$ cat config.mk
export PLATFORM = sky130hd
export DESIGN_NAME = adder_scheduler
export DESIGN_NICKNAME = d
export VERILOG_FILES = /design/src/rtl/adder_scheduler.sv
export SDC_FILE = /design/constraint.sdc
export NUM_CORES = 1
export LEC_CHECK = 0
export ABC_CLOCK_PERIOD_IN_PS = 3400
export CAP_MARGIN = 20
export CORE_MARGIN = 1.5
export CORE_UTILIZATION = 60
export DETAILED_ROUTE_END_ITERATION = 6
export DONT_BUFFER_PORTS = 1
export GPL_ROUTABILITY_DRIVEN = 0
export HOLD_SLACK_MARGIN = 0.05
export PLACE_DENSITY = 0.75
export RECOVER_POWER = 50
export SLEW_MARGIN = 20
export SYNTH_ARGS = -nofsm -noshare
export SYNTH_HDL_FRONTEND = slang
export SYNTH_SLANG_ARGS = --single-unit
$ cat constraint.sdc
create_clock -name clk -period 3.4 [get_ports clk]
set_clock_uncertainty 0.15 [all_clocks]
set_input_delay 0.68 -clock clk [delete_from_list [all_inputs] [get_ports clk]]
set_output_delay 0.68 -clock clk [all_outputs]
set_load 0.02 [all_outputs]
$ cat src/rtl/adder_scheduler.sv
// rtl/adder_scheduler.sv - round-robin scheduler time-sharing one 4-bit adder slice
//
// full_adder:      4-bit combinational adder slice (a, b, cin -> sum, cout).
// adder_scheduler: arbitrates two wide add/sub requesters and ripples the
//                  operands nibble by nibble through a single slice.
//   clk, rst                          clock, synchronous active-high reset
//   reqN_valid/ready/a/b/sub (N=0,1)  request channels
//   rsp_valid/ready/id/sum/cout       response channel
//   busy                              high whenever not IDLE

module full_adder (
    input  logic [3:0] a,
    input  logic [3:0] b,
    input  logic       cin,
    output logic [3:0] sum,
    output logic       cout
);
    assign {cout, sum} = {1'b0, a} + {1'b0, b} + {4'b0000, cin};
endmodule

module adder_scheduler #(
    parameter int WORDS = 4
) (
    input  logic                 clk,
    input  logic                 rst,
    input  logic                 req0_valid,
    output logic                 req0_ready,
    input  logic [4*WORDS-1:0]   req0_a,
    input  logic [4*WORDS-1:0]   req0_b,
    input  logic                 req0_sub,
    input  logic                 req1_valid,
    output logic                 req1_ready,
    input  logic [4*WORDS-1:0]   req1_a,
    input  logic [4*WORDS-1:0]   req1_b,
    input  logic                 req1_sub,
    output logic                 rsp_valid,
    input  logic                 rsp_ready,
    output logic                 rsp_id,
    output logic [4*WORDS-1:0]   rsp_sum,
    output logic                 rsp_cout,
    output logic                 busy
);
    localparam int W = 4 * WORDS;
    localparam logic [3:0] LAST = 4'(WORDS - 1);

    typedef enum logic [1:0] {IDLE, CALC, DONE} state_t;

    state_t         state_q, state_d;
    logic           prio_q, prio_d;
    logic [W-1:0]   a_q, a_d;
    logic [W-1:0]   b_q, b_d;
    logic           sub_q, sub_d;
    logic           id_q, id_d;
    logic [3:0]     cnt_q, cnt_d;
    logic           carry_q, carry_d;
    logic [W-1:0]   sum_q, sum_d;
    logic           cout_q, cout_d;

    logic           grant_id;
    logic           accept;
    logic [3:0]     slice_a, slice_b, slice_sum;
    logic           slice_cin, slice_cout;
    logic [5:0]     nib_base;

    // Priority pointer only breaks ties; a lone requester always wins.
    assign grant_id   = (req0_valid & req1_valid) ? prio_q : req1_valid;
    assign req0_ready = ~rst & (state_q == IDLE) & req0_valid & ~grant_id;
    assign req1_ready = ~rst & (state_q == IDLE) & req1_valid & grant_id;
    assign accept     = req0_ready | req1_ready;

    assign nib_base  = {cnt_q, 2'b00};
    assign slice_a   = a_q[nib_base +: 4];
    assign slice_b   = b_q[nib_base +: 4] ^ {4{sub_q}};
    // Subtract is A + ~B + 1: the +1 enters as carry-in of nibble 0.
    assign slice_cin = (cnt_q == 4'd0) ? sub_q : carry_q;

    full_adder u_slice (
        .a    (slice_a),
        .b    (slice_b),
        .cin  (slice_cin),
        .sum  (slice_sum),
        .cout (slice_cout)
    );

    always_comb begin
        state_d = state_q;
        prio_d  = prio_q;
        a_d     = a_q;
        b_d     = b_q;
        sub_d   = sub_q;
        id_d    = id_q;
        cnt_d   = cnt_q;
        carry_d = carry_q;
        sum_d   = sum_q;
        cout_d  = cout_q;
        case (state_q)
            IDLE: begin
                if (accept) begin
                    state_d = CALC;
                    prio_d  = ~grant_id;
                    id_d    = grant_id;
                    a_d     = grant_id ? req1_a : req0_a;
                    b_d     = grant_id ? req1_b : req0_b;
                    sub_d   = grant_id ? req1_sub : req0_sub;
                    cnt_d   = 4'd0;
                end
            end
            CALC: begin
                sum_d[nib_base +: 4] = slice_sum;
                carry_d              = slice_cout;
                if (cnt_q == LAST) begin
                    cout_d  = slice_cout;
                    state_d = DONE;
                end else begin
                    cnt_d = cnt_q + 4'd1;
                end
            end
            DONE: begin
                if (rsp_ready) begin
                    state_d = IDLE;
                end
            end
            default: state_d = IDLE;
        endcase
    end

    always_ff @(posedge clk) begin
        if (rst) begin
            state_q <= IDLE;
            prio_q  <= 1'b0;
            a_q     <= '0;
            b_q     <= '0;
            sub_q   <= 1'b0;
            id_q    <= 1'b0;
            cnt_q   <= 4'd0;
            carry_q <= 1'b0;
            sum_q   <= '0;
            cout_q  <= 1'b0;
        end else begin
            state_q <= state_d;
            prio_q  <= prio_d;
            a_q     <= a_d;
            b_q     <= b_d;
            sub_q   <= sub_d;
            id_q    <= id_d;
            cnt_q   <= cnt_d;
            carry_q <= carry_d;
            sum_q   <= sum_d;
            cout_q  <= cout_d;
        end
    end

    assign rsp_valid = (state_q == DONE);
    assign rsp_id    = id_q;
    assign rsp_sum   = sum_q;
    assign rsp_cout  = cout_q;
    assign busy      = (state_q != IDLE);
endmodule

==> impl_metrics.csv <==
group,metric,value,unit
final_layout,drive_gt1_share,11.1,%
synth,synth_area_per_cell,9.61,sq um
synth,synth_edf_count,0,
die,core.rowCount,24,
clock_network,cts_resized,0,
setup_path,arrival,3.03,ns
power_and_ir_drop,p_int,1.27,mW
drt,final_antenna_net_count,0,
sta,worst_pin_slew,1.00,ns
power_and_ir_drop,p_sw,0.492,mW
sta,fin_ws,0.413,ns
setup_path,slowest_stage,"dfxtp_1",
clock_network,clock_sinks,59,
grt,grtUsageTotal,25.6,%
synth,syn_nets,370,
die,die_area,0.00510,sq mm
sta,hold_viol_final,0,
synth,synth_top_area_share,42.1,%
grt,antenna_found_initial,0,
sta,setup_violations,0,
setup_path,worstPathRequired,3.44,ns
setup_path,crit_path_start_kind,"flop",
drt,num_vias,2177,
clock_network,tritoncts,"done",
sta,slew_headroom,33.2,%
die,ioPinCount,93,
clock_network,htree_num_levels,3,
clock_network,post_cts_buffers,0,
place,dp_hpwl,4470,um
setup_path,critPathKind,"reg -> reg",
clock_network,cts_buffer_depth,2,
synth,yosys-top-cells-count,"dfxtp_1 (59), nor2_1 (30), a222oi_1 (24)",
die,die_w,71.4,um
setup_path,crit_family,"flip-flops",
power_and_ir_drop,power,1.76,mW
sta,finalCriticalPeriod,2.99,ns
power_and_ir_drop,switching_share,28.0,%
place,dp_cells,324,
sta,post-route-period-util,87.9,%
grt,grt_max_degree,56,
drt,routed_wl,6290,um
drt,vias_per_cell,6.42,
synth,synth.most_common_cell,"dfxtp_1",
grt,overflow,0,
setup_path,cp_max_fo,10,
setup_path,worstPathCellList,"clkbuf_1 -> mux4_2 -> nand2_1 -> xnor2_1 -> ha_1 -> a21o_1 -> a31oi_1 -> xor2_1 -> o22ai_1",
synth,netlist_instances,292,
sta,timing.fmax,0.335,GHz
clock_network,cts_root_buf,"clkbuf_8",
synth,ys_seq_elements,59,
drt,routedWlPerCell,18.5,um
synth,synth_top_flop_cell,"dfxtp_1",
synth,synth.distinct_cells,43,
power_and_ir_drop,p_comb_share,18.7,%
status,outcome,"finished, final reports clean",
sta,rsz0062_at_grt,"no",
synth,yosysSeqAreaShare,42.1,%
synth,netlist_area,0.00281,sq mm
die,die_height,71.4,um
clock_network,cts_buffers,9,
setup_path,max_stage_delay,0.57,ns
final_layout,diodes,0,
final_layout,utilization,67.7,%
power_and_ir_drop,power.density,589,mW/mm^2
die,start_util,63.6,%
final_layout,layoutNonFillerInstCount,339,
drt,drcViolationCount,0,
final_layout,layout.nets,361,
hold_path,hold_class,"in -> reg",
setup_path,end_kind,"flop",
power_and_ir_drop,power_frac_clock,36.0,%
synth,yosys.area.top_type,"dfxtp_1",
synth,synth_warnings,0,
place,portBuffers,0,
synth,async_flop_share,0,%
power_and_ir_drop,seqPwrFrac,45.3,%
synth,yosys-top-cells-area,"dfxtp_1 (42%), a222oi_1 (8.6%), mux4_2 (6.4%)",
setup_path,path_buf_inv,1,
power_and_ir_drop,p_leak,1.19,nW
flow_run,cap_violations,0,
power_and_ir_drop,peakVddDrop,0.368,mV
sta,fin_setup_tns,0,ns
clock_network,ctsHoldBuffers,0,
clock_network,worstSkewPairLatency,0.34,ns
drt,drt_iter0_drc,174,
grt,grt_pass1_vias,2080,
drt,detail_route.first_pass.iterations,5,
sta,slew_viol_final,0,
die,coreArea,0.00441,sq mm
clock_network,clkSlewWorstSetupHoldPaths,0.06,ns
grt,grt_first_pass_wirelength,10000,um
place,post-place-ws,0.531,ns
final_layout,synthToLayoutAreaGrowth,6.42,%
==> stage by stage <==
stage	area [sq um]	hold WS, ns
global placement	2800	0.307
finish	2990	0.253
CTS	2990	0.251
global route	2990	0.239
detailed placement	2800	0.309
floorplan	2810	0.281
==> final timing paths <==
| check | start | end | slack (ns) | cells after the start |
|---|---|---|---|---|
| worst max-delay path | cnt_q[1]$_SDFFE_PP0P_ | rsp_sum[15]$_SDFFE_PP0P_ | 0.41 | 9 |
| worst min register to register | prio_q$_SDFFE_PP0P_ | prio_q$_SDFFE_PP0P_ | 0.33 | 1 |
| worst min-delay path | rst | state_q[1]$_SDFFE_PP0P_ | 0.25 | 1 |
| worst max register to register | cnt_q[1]$_SDFFE_PP0P_ | rsp_sum[15]$_SDFFE_PP0P_ | 0.41 | 9 |
==> logic make-up after synthesis <==
| logic type | count (synthesis) | synth area share (%) |
|---|---|---|
| AO/OA/AOI/OAI | 69 | 19.0 |
| multiplexers | 17 | 9.63 |
| adder cells (fa/ha/maj) | 7 | 3.66 |
| flip-flops | 59 | 42.1 |
| buffers and inverters | 40 | 6.02 |
| XOR/XNOR | 9 | 2.81 |
| AND/OR/NAND/NOR | 91 | 16.8 |
==> layout make-up <==
| class | instances | area (sq um) |
|---|---|---|
| clock buffers | 13 | 159 |
| clock inverters | 2 | 35.0 |
| fillers | 372 | 1430 |
| inverters | 14 | 52.6 |
| multi-input cells | 193 | 1460 |
| flip-flops and latches | 59 | 1180 |
| well taps | 52 | 65.1 |
| repair buffers | 6 | 37.5 |
==> sequential cells by signal, summed over array words and instances, names as in the netlist <==
name      count
a_q          16
b_q          16
rsp_sum      16
cnt_q         4
state_q       2
carry_q       1
prio_q        1
rsp_cout      1
rsp_id        1
sub_q         1
==> cell usage in the layout, fill, tap and decap left out, types with 3 or more instances in the layout <==
cell	netlist	routed
a211oi_1	3	3
a21o_1	4	4
a21oi_1	7	7
a222oi_1	24	24
a22oi_1	11	11
and2_1	4	3
buf_4	0	4
clkbuf_1	16	4
clkbuf_8	0	11
dfxtp_1	59	59
ha_1	5	5
inv_1	14	14
mux2i_1	9	9
mux4_2	8	8
nand2_1	20	20
nand2b_1	11	11
nand3b_1	5	5
nor2_1	30	30
nor3_1	3	3
o21ai_0	12	12
or2_2	3	3
xnor2_1	5	5
xor2_1	4	4
==> per-layer routing <==
| metal | part of all wire [%] | routed length (um) | global-route usage, % | up-vias |
|---|---|---|---|---|
| met5 | 0 | 0 | 0 | - |
| met3 | 7.7 | 485 | 10.1 | 9 |
| met1 | 41 | 2610 | 31.4 | 1013 |
| li1 | - | - | - | 1061 |
| met2 | 49 | 3090 | 42.0 | 94 |
| met4 | 1.7 | 105 | 7.55 | 0 |
==> power by group through the flow <==
stage	combinational [mW]	clock (mW)	sequential, mW
final	0.329	0.633	0.797
after global routing	0.366	0.678	0.803
after CTS	0.333	0.638	0.798
after detailed placement	0.331	0	0.812
after global placement	0.325	0	0.811
after floorplan	0.284	0	0.793
Power figures use the tool's default switching activity.
